$ cat src/rtl/para_serial_buf.sv
// Double-buffered parallel-to-serial converter: one LANES-wide frame in per handshake,
// one coefficient out per beat, with an active and a pending frame register.
module para_serial_buf #(
  parameter int unsigned WIDTH = 18,
  parameter int unsigned LANES = 8
) (
  input  logic                   clock,
  input  logic                   reset,
  input  logic                   in_valid,
  output logic                   in_ready,
  input  logic [LANES*WIDTH-1:0] in_data,
  input  logic                   in_order,
  output logic                   out_valid,
  input  logic                   out_ready,
  output logic [WIDTH-1:0]       out_data,
  output logic                   out_last,
  output logic                   busy
);

  localparam int unsigned IDX_W = (LANES > 1) ? $clog2(LANES) : 1;
  localparam logic [IDX_W-1:0] LAST_IDX = IDX_W'(LANES - 1);

  typedef enum logic {
    IDLE  = 1'b0,
    SHIFT = 1'b1
  } state_e;

  state_e                 state_q;
  logic [LANES*WIDTH-1:0] act_q;
  logic [LANES*WIDTH-1:0] pend_q;
  logic                   act_ord_q;
  logic                   pend_ord_q;
  logic                   pend_full_q;
  logic [IDX_W-1:0]       idx_q;

  logic                   accept_c;
  logic                   beat_c;
  logic                   final_c;
  logic [IDX_W-1:0]       lane_c;
  logic [WIDTH-1:0]       lane_w [LANES];

  // in_ready depends only on registered pending state, never on out_ready/in_valid
  assign in_ready  = ~pend_full_q;
  assign out_valid = (state_q == SHIFT);
  assign busy      = out_valid | pend_full_q;
  assign out_last  = out_valid & (idx_q == LAST_IDX);

  assign accept_c  = in_valid & ~pend_full_q;
  assign beat_c    = out_valid & out_ready;
  assign final_c   = beat_c & (idx_q == LAST_IDX);

  for (genvar g = 0; g < LANES; g++) begin : g_lane
    assign lane_w[g] = act_q[g*WIDTH +: WIDTH];
  end

  assign lane_c   = act_ord_q ? idx_q : (LAST_IDX - idx_q);
  assign out_data = lane_w[lane_c];

  always_ff @(posedge clock or posedge reset) begin
    if (reset) begin
      state_q     <= IDLE;
      act_q       <= '0;
      pend_q      <= '0;
      act_ord_q   <= 1'b0;
      pend_ord_q  <= 1'b0;
      pend_full_q <= 1'b0;
      idx_q       <= '0;
    end else begin
      case (state_q)
        IDLE: begin
          if (accept_c) begin
            act_q     <= in_data;
            act_ord_q <= in_order;
            idx_q     <= '0;
            state_q   <= SHIFT;
          end
        end
        SHIFT: begin
          if (beat_c) begin
            idx_q <= (idx_q == LAST_IDX) ? '0 : idx_q + IDX_W'(1);
          end
          // Final beat refills active from pending, else from the input, else drains to idle
          if (final_c) begin
            if (pend_full_q) begin
              act_q       <= pend_q;
              act_ord_q   <= pend_ord_q;
              pend_full_q <= 1'b0;
            end else if (accept_c) begin
              act_q     <= in_data;
              act_ord_q <= in_order;
            end else begin
              state_q <= IDLE;
            end
          end else if (accept_c) begin
            pend_q      <= in_data;
            pend_ord_q  <= in_order;
            pend_full_q <= 1'b1;
          end
        end
        default: state_q <= IDLE;
      endcase
    end
  end

endmodule

$ cat config.mk
export PLATFORM = sky130hd
export DESIGN_NAME = para_serial_buf
export DESIGN_NICKNAME = d
export VERILOG_FILES = /design/src/rtl/para_serial_buf.sv
export SDC_FILE = /design/constraint.sdc
export NUM_CORES = 1
export LEC_CHECK = 0
export BUFFER_PORTS_ARGS = -buffer_cell sky130_fd_sc_hd__buf_2
export CORE_MARGIN = 2
export CORE_UTILIZATION = 58
export DETAILED_ROUTE_END_ITERATION = 10
export GPL_TIMING_DRIVEN = 0
export PLACE_DENSITY = 0.83
export SYNTH_ARGS = -nofsm -noshare
export SYNTH_HDL_FRONTEND = slang
export SYNTH_SLANG_ARGS = --single-unit
$ cat constraint.sdc
create_clock -name clock -period 11 [get_ports clock]
set_input_delay 0.55 -clock clock [delete_from_list [all_inputs] [get_ports clock]]
set_output_delay 0.55 -clock clock [all_outputs]
set_load 0.02 [all_outputs]
# Word level (Yosys, flattened, before mapping)
# Cells that the tools add are included.
# classes
muxes,22
n_reduce_logical,4
n_lt_le_gt_ge,1
add_sub_neg,2
bitwise_logic,9
n_eq_ne,4
# ops
cell,count
$mux W144,3
$pmux W144 S2,1
$bmux W18 S3,1
$mux W18,2
$mux W3,4
$mux W1,8
$pmux W3 S2,1
$and A1 B1 Y1,4
$ge A4 B4 Y1 const B,1
$ne A2 B1 Y1 const B,2
$not A3 Y4,1
$pmux W1 S2,2
$reduce_and A2 Y1,2
$add A3 B1 Y3 const B,1
$eq A3 B3 Y1 const B,1
$not A1 Y1,3
$reduce_and A3 Y1,1
$sub A3 B3 Y3 const A,1
$ne A2 B2 Y1 const B,1
$reduce_bool A2 Y1,1
$or A1 B1 Y1,1
# word_totals
ff_bits,295
input_bits,149
wordCells,49
out_inout_bits,22

# Longest topological paths before layout
# logic_depth
word_depth,6
ltp_mapped,9
ltp_nobuf,6

# Worst setup path after synthesis
# No wires, ideal clock.
# synth_timing
path_kind,register -> output
from,register idx_q[1]
to,output port out_data[10]
arrival_time_ps,1711
n_path_buf,2
path_slack_ps,8739
path_stages_with_launch,7
required_time_ps,10450
cell_sequence,dfrtp_1 > buf_2 > nand2b_1 > o2bb2ai_4 > buf_2 > a221oi_1 > a22oi_1
# synth_between
elab_chain_len,6
# synth_rtl
element,line,text
start: declaration,34,logic [IDX_W-1:0] idx_q;
start signal: assignment,80,idx_q <= (idx_q == LAST_IDX) ? '0 : idx_q + IDX_W'(1);
$sub A3 B3 Y3,56,assign lane_c = act_ord_q ? idx_q : (LAST_IDX - idx_q);
$mux W3 *,56,
$not A3 Y4 (implied by the code) *,57,assign out_data = lane_w[lane_c];
$bmux W18 S3 *,57,
$mux W18 (implied by the code) * (2 in a row),57,
end: declaration,15,"output logic [WIDTH-1:0] out_data,"
# Every way passes the cells marked *; elsewhere a longest branch is shown, timed or not. The select of a mux whose other input is x is not followed.

# Worst setup path after layout
# layout_timing
from,register idx_q[2]
to,output port out_data[15]
# Same word-level chain as after synthesis.

==> summary.txt <==
Finish
  • Layout cells sized above 1: 0.263
  • Final #Nets: 1612
  • Final core occ: 0.699
  • Antenna diodes: 0
  • Fill cells: 1588
  • Layout area overhead: 18.0%

Timing
  • Fmax: 281 MHz
  • Slew headroom: 0.564
  • Post-route clock skew: 0.0196 ns
  • Least-Margin Pin Slew: 0.653 ns
  • Setup violations, final: 0
  • Hold violation count in the final report: 0
  • Crit share post-route: 0.323
  • Post-route setup TNS: 0 ns
  • Pins over their slew limit: 0
  • Period minus WS final: 3.55 ns
  • WHS: 0.00804 ns
  • RSZ-0062 raised after global routing: no

CTS
  • CTS resizes: 0
  • Hold-fix buffers, CTS: 0
  • Maximum root-to-sink buffer count: 3
  • Cts bufs inserted: 30
  • Clk root buf: clkbuf_16
  • Worst skew pair latency: 0.57 ns
  • TritonCTS clock tree: done
  • Clock transition at path regs: 0.07 ns
  • Clk sink count: 295
  • Setup bufs post-CTS: 0
  • CTS HTree Levels: 1

Yosys
  • Ys flop type: dfrtp_1
  • Area share of xor/xnor cells in the synthesized design: 0
  • Number of synthesized flops with an enable pin: 0
  • Adder-Cell Fraction of Synth Area: 0.00280
  • Mux cell area share after synthesis: 0.126
  • Top post-synthesis cells by area: dfrtp_1 55%, mux2_2 8.2%, a21oi_1 6.8%
  • Cell taking the most area after synthesis: dfrtp_1
  • Mapped Cells: 1256
  • Seq cells post-synth: 295
  • Simple-gate portion of the synthesized area: 0.0689
  • Sequential fraction of the synthesis area: 0.551
  • Post-Synthesis Net Count: 1408
  • Post-synth top cells: 295 x dfrtp_1, 182 x a21oi_1, 150 x nor2_1
  • Most frequent cell after synthesis: dfrtp_1
  • Main combinational cell family by area after synthesis: compound AO/OA/AOI/OAI gates
  • Share of the synthesized area in the top cell type: 0.551
  • Synth Cell Area: 13400 um2
  • Syn Area/Cell: 10.7 um2
  • Synth cell types: 40
  • Post-synth ARST share: 1.00
  • Syn. warnings: 0
  • Synth Area in Compound Gates: 0.205

Setup path
  • Data required, critical path: 10.45 ns
  • Crit path capture type: primary output
  • Startpoint types: flip-flop
  • Setup Crit Path Kind: flip-flop to primary output
  • Crit path max fanout: 10
  • CP arrival: 3.00 ns

Die
  • Core area: 22600 um2
  • Chip height: 156 um
  • IO Pins: 171
  • Initial Utilization: 0.592
  • # rows: 55
  • Die area: 24300 um2
  • Die W: 156 um

Hold path
  • Worst hold path class: input pin to async pin

Placed design
  • Gpl congestion: 1.01
  • Port buffer count: 170
  • HPWL reported at the end of detailed placement: 28700 um

Route
  • WL final: 40100 um
  • DR iter-0 viols: 1330
  • Drt drc: 0
  • Vias: 11500
  • Via/cell ratio: 6.47
  • Wire per inst: 22.7 um
  • Post-route ant nets: 0
  • Detailed Routing Iterations Pass 1: 8

Global routing
  • First-pass GRT wire length: 62000 um
  • GR Overflow Total: 0
  • Vias in the first global route: 11400
  • Largest net degree at the start of global routing: 130
  • Total GRT Usage: 0.330
  • Initial antenna violation count: 0

Power
  • Pwr Total: 0.00560 W
  • Worst VDD drop: 0.000231 V
  • Leak: 7.07 nW
  • Pwr dens: 354 nW/um2

Run
  • Max Cap Violations: 0

Run status
  • Run status: completed
==> flip-flops by register name, summed over array words and instances, names as in the netlist <==
signal and cells:
act_q 144, pend_full_q 1, pend_ord_q 1, pend_q 144
out_valid 1, act_ord_q 1, idx_q 3
==> per-stage QoR <==
step	cell area (um2)	std cells	setup slack, ns
floorplan	13400	1256	2.30
global placement	14600	1711	-0.478
detailed placement	14700	1713	8.13
CTS	15800	1769	7.53
global route	15800	1769	7.33
finish	15800	1769	7.45
==> worst max-delay path, stage by stage (launching register included) <==
cell      delay (ns)
dfrtp_1         0.41
clkbuf_1        0.27
nor2_2          0.29
buf_1           0.33
o21ai_0         0.15
a222oi_1        0.57
a22oi_1         0.20
buf_2           0.21
==> cell families after synthesis <==
| group | after synthesis |
|---|---|
| AO/OA/AOI/OAI | 443 |
| flip-flops | 295 |
| AND/OR/NAND/NOR | 228 |
| multiplexers | 150 |
| buffers and inverters | 137 |
| adder cells (fa/ha/maj) | 3 |
==> final timing paths <==
| path | startpoint | endpoint | slack, ns | depth (start not counted) |
|---|---|---|---|---|
| min reg2reg | pend_q[93] | pend_q[93] | 0.49 | 1 |
| min in group clock | in_data[132] | pend_q[132] | 0.21 | 2 |
| max | idx_q[2] | out_data[15] | 7.45 | 7 |
| min | reset | pend_q[121] | 0.008 | 2 |
| max reg2reg | idx_q[0] | act_q[9] | 8.31 | 7 |
| max in group asynchronous | reset | act_q[44] | 9.99 | 3 |
==> layout by cell type, fill, tap and decap left out, types with 3 or more instances in the layout <==
cell       netlist  final
buf_4           12     12
dfrtp_1        295    295
buf_1           12     12
mux2_2          98     98
nand2b_1         3      3
clkinv_2         0      5
a31o_1          14     14
a21o_1           4      4
inv_6            0      3
inv_1           19     18
nor2b_1          4      4
nand2_1         44     44
clkbuf_16        0     30
o22ai_1        145    145
o21ai_0         34     34
and3_1           3      3
nand3_1         17     17
clkbuf_8         0      4
a222oi_1        20     20
a221oi_1        15     15
mux2_1          50     50
a21oi_1        182    182
nor2_1         150    150
a22oi_1         19     19
clkbuf_1        48     50
ha_1             3      3
bufinv_16        0      8
buf_2           44    214
a221oi_2         3      3
==> power breakdown <==
group          internal [W]  switching, W
Combinational      0.000909       0.00144
Clock              0.000719      0.000451
Sequential          0.00164      0.000435
Total               0.00327       0.00233
==> metal layers <==
metal	share of wire	track usage	up-vias
met2	0.48	0.542	612
li1	-	-	5048
met4	0.046	0.139	0
met3	0.083	0.0614	120
met1	0.39	0.434	5673
met5	0	0	-
==> layout make-up <==
type,count,area [um2],area share
flip-flops and latches,295,7380,0.467
multi-input cells,824,5400,0.341
repair buffers,172,906,0.0573
clock buffers,36,813,0.0514
plain buffers,117,547,0.0346
well taps,285,357,0.0225
clock inverters,20,333,0.0210
inverters,20,82.6,0.00522
Note: power is estimated with default switching activity, not from simulation.
